--- src/rtl/monolith_bars_inv_if.sv ---
// Valid/ready bus carrying a full Monolith state into and out of the inverse Bars block.
interface monolith_bars_inv_if #(
  parameter int unsigned WORD_WIDTH = 31,
  parameter int unsigned STATE_SIZE = 16
);
  logic                                  in_valid;
  logic                                  in_ready;
  logic [STATE_SIZE-1:0][WORD_WIDTH-1:0] state_in;
  logic                                  out_valid;
  logic                                  out_ready;
  logic [STATE_SIZE-1:0][WORD_WIDTH-1:0] state_out;

  modport master (output in_valid, state_in, out_ready,
                  input  in_ready, out_valid, state_out);
  modport slave  (input  in_valid, state_in, out_ready,
                  output in_ready, out_valid, state_out);
endinterface

--- src/rtl/monolith_bars_inv_seq.sv ---
// Iterative inverse Monolith Bars layer over Mersenne-31 words, LANES words per cycle,
// using inverse S-box tables built at elaboration from the forward chi-style S-box.
module monolith_bars_inv_seq #(
  parameter int unsigned WORD_WIDTH   = 31,
  parameter int unsigned STATE_SIZE   = 16,
  parameter int unsigned BAR_OP_COUNT = 8,
  parameter int unsigned LANES        = 1
) (
  input logic               clk,
  input logic               reset,
  monolith_bars_inv_if.slave bus
);

  localparam int unsigned N     = (LANES == 0) ? 0 : BAR_OP_COUNT / LANES;
  localparam int unsigned CNT_W = (N > 1) ? $clog2(N) : 1;
  localparam int unsigned IDX_W = (STATE_SIZE > 1) ? $clog2(STATE_SIZE) : 1;
  localparam logic [CNT_W-1:0] LAST = CNT_W'((N == 0) ? 0 : N - 1);

  if (WORD_WIDTH != 31) begin : g_bad_width
    $error("monolith_bars_inv_seq: WORD_WIDTH must be 31");
  end
  if (LANES == 0 || (BAR_OP_COUNT % LANES) != 0) begin : g_bad_lanes
    $error("monolith_bars_inv_seq: LANES must divide BAR_OP_COUNT");
  end
  if (BAR_OP_COUNT > STATE_SIZE) begin : g_bad_count
    $error("monolith_bars_inv_seq: BAR_OP_COUNT exceeds STATE_SIZE");
  end

  function automatic logic [7:0] sbox8(input logic [7:0] x);
    logic [7:0] r1, r2, r3, t;
    r1 = {x[6:0], x[7]};
    r2 = {x[5:0], x[7:6]};
    r3 = {x[4:0], x[7:5]};
    t  = x ^ (~r1 & r2 & r3);
    return {t[6:0], t[7]};
  endfunction

  function automatic logic [6:0] sbox7(input logic [6:0] x);
    logic [6:0] r1, r2, r3, t;
    r1 = {x[5:0], x[6]};
    r2 = {x[4:0], x[6:5]};
    r3 = {x[3:0], x[6:4]};
    t  = x ^ (~r1 & r2 & r3);
    return {t[5:0], t[6]};
  endfunction

  // Invert by scattering: entry S(x) holds x, the S-box being a permutation.
  function automatic logic [255:0][7:0] build_inv8();
    logic [255:0][7:0] t;
    t = '0;
    for (int x = 0; x < 256; x++) t[sbox8(8'(x))] = 8'(x);
    return t;
  endfunction

  function automatic logic [127:0][6:0] build_inv7();
    logic [127:0][6:0] t;
    t = '0;
    for (int x = 0; x < 128; x++) t[sbox7(7'(x))] = 7'(x);
    return t;
  endfunction

  localparam logic [255:0][7:0] SINV8 = build_inv8();
  localparam logic [127:0][6:0] SINV7 = build_inv7();

  function automatic logic [30:0] inv_word(input logic [30:0] w);
    return {SINV7[w[30:24]], SINV8[w[23:16]], SINV8[w[15:8]], SINV8[w[7:0]]};
  endfunction

  typedef enum logic [1:0] {IDLE, RUN, DONE} state_t;

  state_t                                state_q, state_d;
  logic [CNT_W-1:0]                      cnt_q, cnt_d;
  logic [STATE_SIZE-1:0][WORD_WIDTH-1:0] work_q, work_d;
  logic                                  in_ready_q, out_valid_q;
  logic [IDX_W-1:0]                      idx;

  // Next-state and in-place datapath update.
  always_comb begin
    state_d = state_q;
    cnt_d   = cnt_q;
    work_d  = work_q;
    idx     = '0;
    unique case (state_q)
      IDLE: begin
        if (bus.in_valid) begin
          work_d  = bus.state_in;
          cnt_d   = '0;
          state_d = (N == 0) ? DONE : RUN;
        end
      end
      RUN: begin
        for (int l = 0; l < int'(LANES); l++) begin
          idx         = IDX_W'(int'(cnt_q) * int'(LANES) + l);
          work_d[idx] = inv_word(work_q[idx]);
        end
        cnt_d = cnt_q + CNT_W'(1);
        if (cnt_q == LAST) state_d = DONE;
      end
      DONE: begin
        if (bus.out_ready) state_d = IDLE;
      end
      default: state_d = IDLE;
    endcase
  end

  always_ff @(posedge clk or negedge reset) begin
    if (!reset) begin
      state_q     <= IDLE;
      cnt_q       <= '0;
      work_q      <= '0;
      in_ready_q  <= 1'b1;
      out_valid_q <= 1'b0;
    end else begin
      state_q     <= state_d;
      cnt_q       <= cnt_d;
      work_q      <= work_d;
      in_ready_q  <= (state_d == IDLE);
      out_valid_q <= (state_d == DONE);
    end
  end

  assign bus.in_ready  = in_ready_q;
  assign bus.out_valid = out_valid_q;
  assign bus.state_out = work_q;

endmodule

--- src/flat_wrapper.sv ---
// flat-port wrapper written by rule: the top's interface ports become plain ports
module monolith_bars_inv_seq_flat 
#(
  parameter int unsigned WORD_WIDTH   = 31,
  parameter int unsigned STATE_SIZE   = 16,
  parameter int unsigned BAR_OP_COUNT = 8,
  parameter int unsigned LANES        = 1
)
  (clk, reset, bus_in_valid, bus_state_in, bus_out_ready, bus_in_ready, bus_out_valid, bus_state_out);
  monolith_bars_inv_if #(.WORD_WIDTH(WORD_WIDTH), .STATE_SIZE(STATE_SIZE)) bus_i ();
  input logic clk;
  input logic reset;
  input wire logic [$bits(bus_i.in_valid)-1:0] bus_in_valid;
  input wire logic [$bits(bus_i.state_in)-1:0] bus_state_in;
  input wire logic [$bits(bus_i.out_ready)-1:0] bus_out_ready;
  output wire logic [$bits(bus_i.in_ready)-1:0] bus_in_ready;
  output wire logic [$bits(bus_i.out_valid)-1:0] bus_out_valid;
  output wire logic [$bits(bus_i.state_out)-1:0] bus_state_out;
  assign bus_i.in_valid = bus_in_valid;
  assign bus_i.state_in = bus_state_in;
  assign bus_i.out_ready = bus_out_ready;
  assign bus_in_ready = bus_i.in_ready;
  assign bus_out_valid = bus_i.out_valid;
  assign bus_state_out = bus_i.state_out;
  monolith_bars_inv_seq #(.WORD_WIDTH(WORD_WIDTH), .STATE_SIZE(STATE_SIZE), .BAR_OP_COUNT(BAR_OP_COUNT), .LANES(LANES)) u_core (.clk(clk), .reset(reset), .bus(bus_i));
endmodule
--- config.mk ---
export PLATFORM = sky130hd
export DESIGN_NAME = monolith_bars_inv_seq_flat
export DESIGN_NICKNAME = d
export VERILOG_FILES = /design/src/rtl/monolith_bars_inv_if.sv /design/src/rtl/monolith_bars_inv_seq.sv /design/src/flat_wrapper.sv
export SDC_FILE = /design/constraint.sdc
export NUM_CORES = 1
export LEC_CHECK = 0
export ABC_AREA = 1
export CORE_AREA = 3 3 383 385
export CTS_CLUSTER_DIAMETER = 150
export CTS_CLUSTER_SIZE = 28
export DETAILED_ROUTE_END_ITERATION = 7
export DIE_AREA = 0 0 386 388
export PLACE_DENSITY = 0.36
export REMOVE_ABC_BUFFERS = 1
export SLEW_MARGIN = 20
export SYNTH_ARGS = -nofsm -noshare
export SYNTH_HDL_FRONTEND = slang
export SYNTH_SLANG_ARGS = --single-unit
--- constraint.sdc ---
create_clock -name clk -period 5.5 [get_ports clk]
set_input_delay 0.825 -clock clk [delete_from_list [all_inputs] [get_ports clk]]
set_output_delay 0.825 -clock clk [all_outputs]
set_load 0.1 [all_outputs]
==> report_table.html <==
<table>
<tr><th>Metric</th><th>Value</th></tr>
<tr><th colspan="2">CTS</th></tr>
<tr><td>Hold-fix buffers, CTS</td><td>0</td></tr>
<tr><td>Total of cells resized after clock tree synthesis</td><td>0</td></tr>
<tr><td>Number of buffers inserted during clock tree synthesis</td><td>25</td></tr>
<tr><td>Clock tree from TritonCTS</td><td>done</td></tr>
<tr><td>Post-CTS setup buffer count</td><td>0</td></tr>
<tr><td>CTS root buf</td><td>sky130_fd_sc_hd__clkbuf_16</td></tr>
<tr><td>Clk pin slew, worst setup/hold paths</td><td>between 100 and 150 ps</td></tr>
<tr><td>Clk Latency, worst-skew pair</td><td>660 ps</td></tr>
<tr><td># H-tree levels</td><td>1</td></tr>
<tr><td>Clock Sinks</td><td>roughly 500</td></tr>
<tr><td>Largest buffer count on any clock path</td><td>3</td></tr>
<tr><th colspan="2">Floorplan</th></tr>
<tr><td>Initial Utilization</td><td>17.2%</td></tr>
<tr><td>Die ar.</td><td>150000 µm²</td></tr>
<tr><td>Die W</td><td>approximately 390 µm</td></tr>
<tr><td>Core footprint</td><td>roughly 140000 µm²</td></tr>
<tr><td>Boundary pin count</td><td>between 900 and 1000</td></tr>
<tr><td>Placement Rows</td><td>139</td></tr>
<tr><td>Overall die height</td><td>between 300 and 400 µm</td></tr>
<tr><th colspan="2">Critical path</th></tr>
<tr><td>Largest stage delay, worst path</td><td>740 ps</td></tr>
<tr><td>CP Launch Type</td><td>flip-flop</td></tr>
<tr><td>Slowest stage cell on the critical path</td><td>sky130_fd_sc_hd__dfrtp_2</td></tr>
<tr><td>Endpoint kind of the worst setup timing path</td><td>flip-flop</td></tr>
<tr><td>Required time of the critical path</td><td>6070 ps</td></tr>
<tr><td>Crit-path max FO</td><td>17</td></tr>
<tr><td>Kind of cell adding the most delay to the critical path</td><td>simple AND/OR/NAND/NOR gates</td></tr>
<tr><td>Buffer and inverter count on the worst path</td><td>2</td></tr>
<tr><td>Setup CP Type</td><td>reg2reg</td></tr>
<tr><td>WP data arrival</td><td>4040 ps</td></tr>
<tr><td>List of cells traversed by the critical path</td><td>inv_2, nor2_4, nand2_1, nor2_1, a21oi_1, nand4_1, inv_1, ha_1, nand3_2, xor2_1, o21ai_4, nand2_1, a21oi_1</td></tr>
<tr><th colspan="2">Yosys</th></tr>
<tr><td>Warnings from Yosys</td><td>0</td></tr>
<tr><td>Top FF cell, synth</td><td>sky130_fd_sc_hd__dfrtp_1</td></tr>
<tr><td>Sequential cell area fraction in the yosys report</td><td>51.0%</td></tr>
<tr><td>Fraction of synthesized cell area taken by the top area cell type</td><td>roughly half</td></tr>
<tr><td>Most area-hungry cell type in the Yosys netlist</td><td>sky130_fd_sc_hd__dfrtp_1</td></tr>
<tr><td>Cell area after technology mapping</td><td>24700 µm²</td></tr>
<tr><td>Post-synth EDFFs</td><td>0</td></tr>
<tr><td>Number of flip-flops and latches in the synthesized netlist</td><td>slightly above 500</td></tr>
<tr><td>Syn avg cell area</td><td>just under 8 µm²</td></tr>
<tr><td>Distinct cells, synth</td><td>41</td></tr>
<tr><td>Syn Inst Count</td><td>~3200</td></tr>
<tr><td>Ranking of synthesized cells by area</td><td>sky130_fd_sc_hd__dfrtp_1 (51%), sky130_fd_sc_hd__nand2_1 (22%), sky130_fd_sc_hd__a21oi_1 (4.3%)</td></tr>
<tr><td>Share of synthesized flip-flops with an asynchronous set or reset</td><td>100%</td></tr>
<tr><th colspan="2">Drt</th></tr>
<tr><td>Drt wl/cell</td><td>roughly 28 µm</td></tr>
<tr><td>Number of vias in the routed layout</td><td>around 26000</td></tr>
<tr><td>First DRT Iteration DRCs</td><td>~2200</td></tr>
<tr><td>Vias per std cell</td><td>~4.3</td></tr>
<tr><td>Total wirelength of the detailed-routed design</td><td>~170000 µm</td></tr>
<tr><td>Drt first pass iters</td><td>7</td></tr>
<tr><td>Remaining antenna violation count</td><td>0</td></tr>
<tr><td>Total DRC errors in the routed layout</td><td>0</td></tr>
<tr><th colspan="2">Timing</th></tr>
<tr><td>Post-layout minimum cycle time</td><td>~3500 ps</td></tr>
<tr><td>Clk_skew</td><td>44.1 ps</td></tr>
<tr><td>Least-Margin Pin Slew</td><td>around 1200 ps</td></tr>
<tr><td>RSZ-0062 raised after global routing</td><td>false</td></tr>
<tr><td>Final count of pins violating max slew</td><td>0</td></tr>
<tr><td>Count of final hold-check violations</td><td>0</td></tr>
<tr><td>Fmax</td><td>around 290 MHz</td></tr>
<tr><td>Final clock period utilization by the worst path</td><td>a little over three fifths</td></tr>
<tr><td>Number of failing setup endpoints in the final timing report</td><td>0</td></tr>
<tr><td>Max-Slew Margin vs Limit</td><td>between 10% and 20%</td></tr>
<tr><th colspan="2">Place</th></tr>
<tr><td>IO buf count</td><td>between 900 and 1000</td></tr>
<tr><td>Weighted congestion at the end of routability-driven global placement</td><td>roughly 0.84</td></tr>
<tr><td>Cells after DPL</td><td>5953</td></tr>
<tr><td>Detail Placement HPWL</td><td>around 120000 µm</td></tr>
<tr><th colspan="2">GRT</th></tr>
<tr><td>First-pass GRT wire length</td><td>225000 µm</td></tr>
<tr><td>Sum of overflow across all layers after global routing</td><td>0</td></tr>
<tr><td>Number of antenna violations at the first check in global routing</td><td>23</td></tr>
<tr><td>Pin count of the biggest net entering global routing</td><td>roughly 180</td></tr>
<tr><td>Via count of the first global-routing pass</td><td>about 26000</td></tr>
<tr><td>Global-route usage over all layers</td><td>between 20% and 30%</td></tr>
<tr><th colspan="2">Layout</th></tr>
<tr><td>Fraction of final layout cells with drive strength greater than 1</td><td>under 10%</td></tr>
<tr><td>Post-Route Utilization</td><td>a little over a quarter</td></tr>
<tr><td>Fin nets</td><td>about 4600</td></tr>
<tr><td>Layout Area Growth over Synthesis</td><td>52.3%</td></tr>
<tr><td>Final non-filler cell total</td><td>between 6000 and 7000</td></tr>
<tr><th colspan="2">Min path</th></tr>
<tr><td>Hold/Removal Path Class</td><td>in2async</td></tr>
<tr><th colspan="2">Status</th></tr>
<tr><td>Status</td><td>finished clean</td></tr>
<tr><th colspan="2">Run</th></tr>
<tr><td>Max-cap violations</td><td>0</td></tr>
</table>
[cell usage in the layout (no fill, tap or decap), drive strengths merged, types with 3 or more instances in the layout]
| cell | netlist | layout |
|---|---|---|
| diode | 0 | 13 |
| inv | 134 | 140 |
| clkdlybuf4s50 | 0 | 983 |
| nor2 | 162 | 162 |
| or2 | 5 | 5 |
| clkinv | 1 | 4 |
| o21bai | 5 | 5 |
| o21a | 3 | 3 |
| nand2 | 1496 | 1496 |
| clkbuf | 100 | 31 |
| nand4 | 27 | 27 |
| dfrtp | 502 | 502 |
| o21ai | 107 | 107 |
| buf | 74 | 69 |
| o211ai | 16 | 16 |
| a21oi | 212 | 212 |
| nand3 | 163 | 163 |
| ha | 18 | 18 |
| a22oi | 137 | 137 |
[cells in the mapped netlist, types with 2 or more instances]
library cell / number
sky130_fd_sc_hd__inv_2: 19
sky130_fd_sc_hd__or2_1: 2
sky130_fd_sc_hd__o31ai_1: 2
sky130_fd_sc_hd__nor2_4: 12
sky130_fd_sc_hd__o21ai_1: 61
sky130_fd_sc_hd__buf_1: 7
sky130_fd_sc_hd__ha_1: 18
sky130_fd_sc_hd__o21ai_0: 39
sky130_fd_sc_hd__inv_1: 113
sky130_fd_sc_hd__buf_4: 13
sky130_fd_sc_hd__nor2_1: 136
sky130_fd_sc_hd__nand4_1: 25
sky130_fd_sc_hd__o21ai_4: 2
sky130_fd_sc_hd__nand2_4: 2
sky130_fd_sc_hd__nand2_1: 1452
sky130_fd_sc_hd__nand2_2: 42
sky130_fd_sc_hd__a22oi_1: 137
sky130_fd_sc_hd__nand4_2: 2
sky130_fd_sc_hd__inv_4: 2
sky130_fd_sc_hd__o21a_1: 3
sky130_fd_sc_hd__buf_6: 20
sky130_fd_sc_hd__nand3b_1: 2
sky130_fd_sc_hd__buf_2: 33
sky130_fd_sc_hd__nor3_1: 2
sky130_fd_sc_hd__dfrtp_1: 502
sky130_fd_sc_hd__a21oi_1: 212
sky130_fd_sc_hd__o211ai_1: 16
sky130_fd_sc_hd__clkbuf_1: 100
sky130_fd_sc_hd__nand3_1: 154
sky130_fd_sc_hd__nand3_2: 9
sky130_fd_sc_hd__o21ai_2: 5
sky130_fd_sc_hd__nor2_2: 13
sky130_fd_sc_hd__o21bai_1: 5
sky130_fd_sc_hd__or2_2: 3
[layout make-up]
class,count,area (µm²)
clock inverter,11,189
timing repair buffer,1052,10400
multi-input combinational,2360,10800
sequential,503,12600
clock buffer,31,658
fill,15836,106000
inverter,135,522
tap,1903,2380
antenna,13,32.5
[kinds of logic after synthesis]
logic type / share of synthesized area (%)
adder cells (fa/ha/maj): 0.912
flip-flops: 51.0
AND/OR/NAND/NOR: 30.7
XOR/XNOR: 0.101
buffers and inverters: 5.73
AO/OA/AOI/OAI: 11.6
[per-stage QoR]
stage	TNS, ps	hold slack, ps	area, µm²	setup slack [ps]
finish	0	164	37600	2030
global route	0	189	37600	1740
CTS	0	196	37600	2010
detailed placement	0	464	36800	2000
global placement	0	462	36800	2020
floorplan	-3215330	452	23800	-7700
[routing by layer]
metal | wire length, µm | GRT usage (%) | up-vias
met1 | 73000 | 28.7 | 13117
met5 | 11 | 0 | -
met4 | 2810 | 3.47 | 2
met3 | 9970 | 3.82 | 114
li1 | - | - | 12016
met2 | 79700 | 35.4 | 880
[worst paths after layout]
| kind | start | slack, ps | endpoint | cells past startpoint |
|---|---|---|---|---|
| worst max-delay path | u_core.cnt_q[2]$_DFFE_PN0P_ | 2030 | u_core.bus.state_out[34]$_DFFE_PN0P_ | 13 |
| worst min-delay path | reset | 160 | u_core.bus.state_out[129]$_DFFE_PN0P_ | 1 |
| worst max register to register | u_core.cnt_q[2]$_DFFE_PN0P_ | 2030 | u_core.bus.state_out[34]$_DFFE_PN0P_ | 13 |
| worst min register to register | u_core.bus.state_out[273]$_DFFE_PN0P_ | 490 | u_core.bus.state_out[273]$_DFFE_PN0P_ | 2 |
| max in group asynchronous | reset | 4020 | u_core.bus.state_out[379]$_DFFE_PN0P_ | 2 |
| min in group clk | u_core.bus.state_out[273]$_DFFE_PN0P_ | 490 | u_core.bus.state_out[273]$_DFFE_PN0P_ | 2 |
[flip-flops by register name (all words and copies together), names as in the netlist]
| register | count |
|---|---|
| u_core.bus.state_out | 496 |
| u_core.bus.out_valid | 1 |
| u_core.cnt_q | 3 |
| u_core.state_q | 2 |
| u_core.bus.in_ready | 1 |
Power is not shown: default switching activity piles up to over one toggle a cycle in this logic, so the estimate is an artifact.
